[src/rtl/tdm_1_to_4_demux_pkg.sv]
// Shared definitions for the TDM 4:1 link: FSM states, slot geometry and error limit.
// The transmit side imports the same package so both ends agree on framing.
package tdm_1_to_4_demux_pkg;

   typedef enum logic {
      ST_HUNT = 1'b0,
      ST_RECV = 1'b1
   } state_e;

   localparam int N_SLOTS = 4;
   localparam int SLOT_W  = 2;

   localparam logic [3:0] ERR_MAX = 4'hF;

endpackage

[src/rtl/hex_7seg_bitwise.sv]
// Shared hex-to-seven-segment decoder, active-low segments ordered {g,f,e,d,c,b,a}.
module hex_7seg_bitwise (
   input  logic [3:0] value_i,
   output logic [6:0] seg_o
);

   always_comb begin
      seg_o = 7'b1111111;
      case (value_i)
         4'h0: seg_o = 7'b1000000;
         4'h1: seg_o = 7'b1111001;
         4'h2: seg_o = 7'b0100100;
         4'h3: seg_o = 7'b0110000;
         4'h4: seg_o = 7'b0011001;
         4'h5: seg_o = 7'b0010010;
         4'h6: seg_o = 7'b0000010;
         4'h7: seg_o = 7'b1111000;
         4'h8: seg_o = 7'b0000000;
         4'h9: seg_o = 7'b0010000;
         4'hA: seg_o = 7'b0001000;
         4'hB: seg_o = 7'b0000011;
         4'hC: seg_o = 7'b1000110;
         4'hD: seg_o = 7'b0100001;
         4'hE: seg_o = 7'b0000110;
         default: seg_o = 7'b0001110;
      endcase
   end

endmodule

[src/rtl/tdm_tick_gen.sv]
// Slot-rate tick generator: one-clock pulse every TICK_DIV cycles of CLOCK_50.
// Also used by the transmitter so both ends share the same slot timing.
module tdm_tick_gen #(
   parameter int TICK_DIV = 50_000_000
) (
   input  logic CLOCK_50,
   input  logic RESET_N,
   output logic tick
);

   localparam int CNT_W = (TICK_DIV > 1) ? $clog2(TICK_DIV) : 1;
   localparam logic [CNT_W-1:0] CNT_LAST = CNT_W'(TICK_DIV - 1);

   logic [CNT_W-1:0] cnt_q;
   logic [CNT_W-1:0] cnt_d;

   assign tick  = (cnt_q == CNT_LAST);
   assign cnt_d = tick ? '0 : cnt_q + 1'b1;

   always_ff @(posedge CLOCK_50 or negedge RESET_N) begin
      if (!RESET_N) begin
         cnt_q <= '0;
      end else begin
         cnt_q <= cnt_d;
      end
   end

endmodule

[src/rtl/tdm_1_to_4_demux_top.sv]
// Receive end of the 4:1 TDM bit path: rebuilds a 4-bit word from one serial bit plus a
// frame-sync marker, counting frames broken by an unexpected sync.
module tdm_1_to_4_demux_top
   import tdm_1_to_4_demux_pkg::*;
#(
   parameter int TICK_DIV = 50_000_000,
   parameter int SYNC_FF  = 2
) (
   input  logic       CLOCK_50,
   input  logic       RESET_N,
   input  logic [1:0] SW,
   output logic [7:0] LEDR,
   output logic [6:0] HEX0,
   output logic [6:0] HEX1
);

   logic              tick;
   logic [1:0]        syncChain_q [SYNC_FF];
   logic              sd;
   logic              ss;
   state_e            state_q;
   logic [SLOT_W-1:0] slot_q;
   logic [N_SLOTS-1:0] staging_q;
   logic [N_SLOTS-1:0] word_q;
   logic [3:0]        errCnt_q;
   logic              frameValid_q;

   tdm_tick_gen #(
      .TICK_DIV (TICK_DIV)
   ) u_tick_gen (
      .CLOCK_50 (CLOCK_50),
      .RESET_N  (RESET_N),
      .tick     (tick)
   );

   // Slide switches are asynchronous to CLOCK_50, so both bits pass a flop chain first.
   always_ff @(posedge CLOCK_50 or negedge RESET_N) begin
      if (!RESET_N) begin
         for (int i = 0; i < SYNC_FF; i++) begin
            syncChain_q[i] <= 2'b00;
         end
      end else begin
         syncChain_q[0] <= SW;
         for (int i = 1; i < SYNC_FF; i++) begin
            syncChain_q[i] <= syncChain_q[i-1];
         end
      end
   end

   assign sd = syncChain_q[SYNC_FF-1][0];
   assign ss = syncChain_q[SYNC_FF-1][1];

   // A sync in RECV always restarts the frame at slot 0; only a mid-frame one is an error.
   always_ff @(posedge CLOCK_50 or negedge RESET_N) begin
      if (!RESET_N) begin
         state_q      <= ST_HUNT;
         slot_q       <= '0;
         staging_q    <= '0;
         word_q       <= '0;
         errCnt_q     <= '0;
         frameValid_q <= 1'b0;
      end else if (tick) begin
         frameValid_q <= 1'b0;
         case (state_q)
            ST_HUNT: begin
               if (ss) begin
                  staging_q <= {{(N_SLOTS-1){1'b0}}, sd};
                  slot_q    <= SLOT_W'(1);
                  state_q   <= ST_RECV;
               end
            end
            ST_RECV: begin
               if (ss) begin
                  if ((slot_q != '0) && (errCnt_q != ERR_MAX)) begin
                     errCnt_q <= errCnt_q + 4'd1;
                  end
                  staging_q <= {{(N_SLOTS-1){1'b0}}, sd};
                  slot_q    <= SLOT_W'(1);
               end else begin
                  staging_q[slot_q] <= sd;
                  slot_q            <= slot_q + 1'b1;
                  if (slot_q == SLOT_W'(N_SLOTS - 1)) begin
                     word_q       <= {sd, staging_q[N_SLOTS-2:0]};
                     frameValid_q <= 1'b1;
                     state_q      <= ST_HUNT;
                  end
               end
            end
            default: begin
               state_q <= ST_HUNT;
               slot_q  <= '0;
            end
         endcase
      end
   end

   assign LEDR = {frameValid_q, (state_q == ST_RECV), slot_q, word_q};

   hex_7seg_bitwise u_hex_word (
      .value_i (word_q),
      .seg_o   (HEX0)
   );

   hex_7seg_bitwise u_hex_err (
      .value_i (errCnt_q),
      .seg_o   (HEX1)
   );

endmodule
[config.mk]
export PLATFORM = sky130hd
export DESIGN_NAME = tdm_1_to_4_demux_top
export DESIGN_NICKNAME = d
export VERILOG_FILES = /design/src/rtl/tdm_1_to_4_demux_pkg.sv /design/src/rtl/hex_7seg_bitwise.sv /design/src/rtl/tdm_tick_gen.sv /design/src/rtl/tdm_1_to_4_demux_top.sv
export SDC_FILE = /design/constraint.sdc
export NUM_CORES = 1
export LEC_CHECK = 0
export BUFFER_PORTS_ARGS = -buffer_cell sky130_fd_sc_hd__buf_2
export CORE_AREA = 2 2 68 83
export DETAILED_ROUTE_END_ITERATION = 10
export DIE_AREA = 0 0 70 85
export PLACE_DENSITY = 0.77
export REMOVE_ABC_BUFFERS = 1
export SLEW_MARGIN = 0
export SYNTH_ARGS = -nofsm -noshare
export SYNTH_HDL_FRONTEND = slang
export SYNTH_HIERARCHICAL = 1
export SYNTH_SLANG_ARGS = --single-unit
[constraint.sdc]
create_clock -name CLOCK_50 -period 4.7 [get_ports CLOCK_50]
set_input_delay 0.235 -clock CLOCK_50 [delete_from_list [all_inputs] [get_ports CLOCK_50]]
set_output_delay 0.235 -clock CLOCK_50 [all_outputs]
set_load 0.005 [all_outputs]
Yosys cells after proc, flatten, opt, wreduce, memory -nomap -nowiden --
Memory sizes are Yosys's and may differ from the RTL's. Index checks and enable logic that the tools add are counted.
Storage, ports and cells: register bits after elaboration 46, ROM bits 224, memories 2
Memories:
- (name not given) | depth 16, width 7, read ports 1, clocked after Yosys merged registers in 0, wr ports 0, RTL line hex_7seg_bitwise.sv:9 | case (value_i)
- (name not given) | depth 16, width 7, read ports 1, clocked after Yosys merged registers in 0, wr ports 0, RTL line hex_7seg_bitwise.sv:9
Operators by class: add/subtract/negate cells 3, magnitude comparators 2, equality and inequality tests 4, multiplexer cells 17, bitwise gates (word level) 2, reduce and logical (&&, ||, !) cells 6
Operators with widths (number):
- 26-bit by 1-bit adder with 26-bit output (second input constant) | 1
- 26-bit equality test (second input constant) | 1
- 26-bit two-way mux | 1
- 4-bit two-way mux | 2
- 4-bit case mux with 2 select lines | 1
- 4-bit AND reduction | 2
- 1-bit two-way mux | 7
- 4-bit by 1-bit adder with 4-bit output (second input constant) | 1
- 4-bit bitwise mux | 1
- 2-bit two-way mux | 2
- 4-bit inequality test (second input constant) | 1
- 2-bit case mux with 2 select lines | 1
- 2-bit by 3-bit less-than comparator with 1-bit output (second input constant) | 1
- 2-bit by 1-bit adder with 2-bit output (second input constant) | 1
- 1-bit demux with 2-bit select | 1
- 2-bit equality test (second input constant) | 1
- 2-bit by 1-bit greater-or-equal comparator with 1-bit output (second input constant) | 1
- 1-bit logical AND | 2
- 2-bit inequality test (second input constant) | 1
- 1-bit inverter | 2
- 1-bit case mux with 2 select lines | 1
- 2-bit AND reduction | 1
- 2-bit nonzero test | 1

Logic depth before layout (Yosys ltp) --
word-level depth 7, mapped depth 8, mapped depth without buffers 6

Hierarchy --
Netlist, hierarchy kept.
Modules (own cells, without submodules):
- tdm_tick_gen | instances 1, cells an instance 134, area an instance 1337.5 µm², sequential area each 650.6 µm²
- tdm_1_to_4_demux_top | instances 1, cells an instance 69, area an instance 843.3 µm², sequential area each 475.5 µm²
- hex_7seg_bitwise | instances 2, cells an instance 32, area an instance 275.3 µm², sequential area each 0.0 µm²

Worst setup path after synthesis --
OpenSTA, ideal clock, no wires.
kind register to register, start point reg u_tick_gen.cnt_q[2], end point reg errCnt_q[3], library setup time 0.128 ns, data arrival time 2.208 ns, required time 4.572 ns, path slack 2.365 ns, stages on the path, launching flop included 8, buffers on the path 1, cells stage by stage dfrtp_1 > and4_1 > nand2_1 > nor4_4 > buf_2 > and4b_4 > nand4_1 > mux2_1
On the way: word-level cells in the longest chain between the ends 2
RTL lines:
- start: declaration | RTL line tdm_tick_gen.sv:14 | logic [CNT_W-1:0] cnt_q;
- start signal: assignment | RTL line tdm_tick_gen.sv:24 | cnt_q <= cnt_d;
- 26-bit equality test | RTL line tdm_tick_gen.sv:17 | assign tick = (cnt_q == CNT_LAST);
- via tick | RTL line tdm_1_to_4_demux_top.sv:17 | logic tick;
- 4-bit AND reduction (no line)
- end signal: assignment | RTL line tdm_1_to_4_demux_top.sv:75 | errCnt_q <= errCnt_q + 4'd1;
- end: declaration | RTL line tdm_1_to_4_demux_top.sv:25 | logic [3:0] errCnt_q;
The timed path passes the listed nets, and every way through them passes these cells. A chain may end at the register's enable or synchronous reset.

Worst setup path in the final report --
Ends and elaborated chain as after synthesis.

==> results.cfg <==
[critical_path]
arrival_ps = 2610
path_max_fanout = 12
path_buf_inv = 0
cp.required_ps = 4880
cp-start-kind = flip-flop
cp_top_family = simple AND/OR/NAND/NOR gates
critPathSlowestCell = nor4_4
worst_setup_path_end_kind = flip-flop
crit_path_max_incr_delay_ps = 610
worstPathCellList = and4_1, nand2_1, nor4_4, and4b_4, nand4_1, mux2_1
worstSetupPathType = reg -> reg

[place]
dp_hpwl_mm = 3.62
gp_congestion = 0.839
port_buffers = 25
pre_cts_slack_ps = 2330

[synth]
yosysTopAreaCell = dfrtp_1
yosys_warnings = 6
netlist_area_um2 = 2730
ys_top_cells_by_count = 45 x dfrtp_1, 22 x nor2_1, 21 x ha_1, 17 x nand2_1, 15 x inv_1
synthTopCellsByArea = dfrtp_1 41%, ha_1 9.6%, xnor2_1 3.2%
synthAdderAreaFrac = 0.0962
ys_ff_latch = 45
ys_types = 50
synth.avg_cell_area_um2 = 10.2
synth-simple-area-share = 0.205
syn_inst = 267
synth_xor_area_frac = 0.0545
synth_top_flop_cell = dfrtp_1
seq_area_frac_synth = 0.412
synth.area.mux_share = 0.0774
async_flop_share = 1.00
synth_top_family_by_area = simple AND/OR/NAND/NOR gates
synth_top_area_frac = 0.412
synth_compound_area_frac = 0.108
synth_edf_count = 0
synth_most_common_cell = dfrtp_1

[timing]
tns_ps = 0
fin_crit_ps = 2430
fin_skew_ps = 7.31
hold_viol_final = 0
period_share = 0.517
rsz0062_at_grt = false
setup_ws_ps = 2270
setup_viol = 0
max_slew_margin = 0.335
tightest_slew_ps = 997
slew_violations = 0
holdWs_ps = 36.8
max_freq_mhz = 412

[cts]
cts_resized = 0
post_cts_buffers = 0
insertion_delay_ps = 300
htree_levels = 2
cts_tree = yes
holdBufCountCts = 0
clockBufferDepth = 2
cts_sinks = 45
clockRootBuffer = clkbuf_8
clk_pin_slew_ps = 80
cts_buffers = 5

[die]
start_util = 0.530
core-area_um2 = 5150
pin_count = 26
rows = 29
die_w_um = 70
die_area_um2 = 5950
die_y_um = 85

[drt]
routed_via_density = 5.71
ant_nets = 0
dr.first_iter.drc_count = 191
vias = 2011
first_pass_iters = 4
drt_wl_total_mm = 5.06
drc = 0
avgRoutedWirePerCell_um = 14.4

[final_layout]
fill_cells = 456
nNetsFinal = 314
insertedDiodeCount = 0
drive_gt1_frac = 0.176
area_growth_pct = 8.80

[hold_path]
hold_class = in -> reg

[power_and_ir_drop]
ir_worst_vdd_v = 0.000152
power.density_nw_per_um2 = 222
leakage_uw = 0.00134

[global_routing]
grt_pass1_vias = 1945
grt_use_total = 0.180
grt_pass1_wl_mm = 8.64
grt_overflow = 0
antenna_found_initial = 0
grt_max_degree = 46

[outcome]
status = finished, final reports clean

[flow_run]
maxCapViolations = 0
[per-layer routing]
metal,part of all wire,wire length [µm],up-vias,global-route usage
met5,0,0,-,0
met1,0.43,2180,982,0.212
met3,0.029,145,6,0.0380
li1,-,-,996,-
met4,0.014,69,0,0.0594
met2,0.53,2670,27,0.326
[per-stage QoR]
| step | std cells | util | total power (µW) | instance area (µm²) |
|---|---|---|---|---|
| 2_1_floorplan | 256 | - | 398 | 2660 |
| 3_3_place_gp | 344 | 0.557 | 407 | 2870 |
| 3_5_place_dp | 344 | 0.557 | 408 | 2870 |
| 4_1_cts | 352 | 0.577 | 664 | 2970 |
| 5_1_grt | 352 | 0.577 | 686 | 2970 |
| 6_report | 352 | 0.577 | 659 | 2970 |
[cell families after synthesis]
group                      after synthesis
and+or+nand+nor                         96
muxes                                   17
AOI/OAI and AO/OA                       45
buffers and inverters                   26
xor gates and xnor gates                17
DFF                                     45
adders and majority gates               21
[layout by cell type, fill, tap and decap left out, types with 5 or more instances in the layout]
| cell | n |
|---|---|
| dfrtp_1 | 45 |
| buf_2 | 25 |
| nor2_1 | 22 |
| ha_1 | 21 |
| nand2_1 | 17 |
| inv_1 | 15 |
| o21ai_0 | 12 |
| nand3_1 | 12 |
| a21oi_1 | 11 |
| xnor2_1 | 10 |
| mux2i_1 | 8 |
| nand4_1 | 7 |
| clkbuf_8 | 7 |
| xor2_1 | 7 |
| mux2_2 | 6 |
| and3_1 | 5 |
[state kept, by name, indices dropped and copies added, names as in the netlist]
name and flops:
ss 1, slot_q 2, u_tick_gen/cnt_q 26, frameValid_q 1
sd 1, word_q 4, errCnt_q 4, state_q 1
staging_q 3, syncChain_q 2
[where the power goes]
part	total (µW)	leakage [µW]	internal [µW]	switching [µW]
clock	260	0.0000542	133	127
sequential	390	0.000605	388	1.75
combinational	9.00	0.000676	1.50	7.50
[path summary, 6_finish.rpt]
path / start / endpoint / slack [ps] / depth (start not counted)
setup / recovery: u_tick_gen/cnt_q[2] / errCnt_q[3] / 2270 / 6
hold / removal: SW[0] / syncChain_q[2] / 40 / 1
setup reg to reg: u_tick_gen/cnt_q[2] / errCnt_q[3] / 2270 / 6
hold reg to reg: syncChain_q[3] / ss / 350 / 0
max in group asynchronous: RESET_N / errCnt_q[1] / 3990 / 1
min in group asynchronous: RESET_N / u_tick_gen/cnt_q[23] / 100 / 1
[area by class of cell]
type,instances,area [µm²],area share
inverters,15,56.3,0.0189
well taps,62,77.6,0.0261
repair buffers,26,133,0.0446
multi-input cells,196,1480,0.497
clock inverters,1,5.00,0.00168
clock buffers,7,96.3,0.0324
flip-flops and latches,45,1130,0.379
Power figures use the tool's default switching activity.
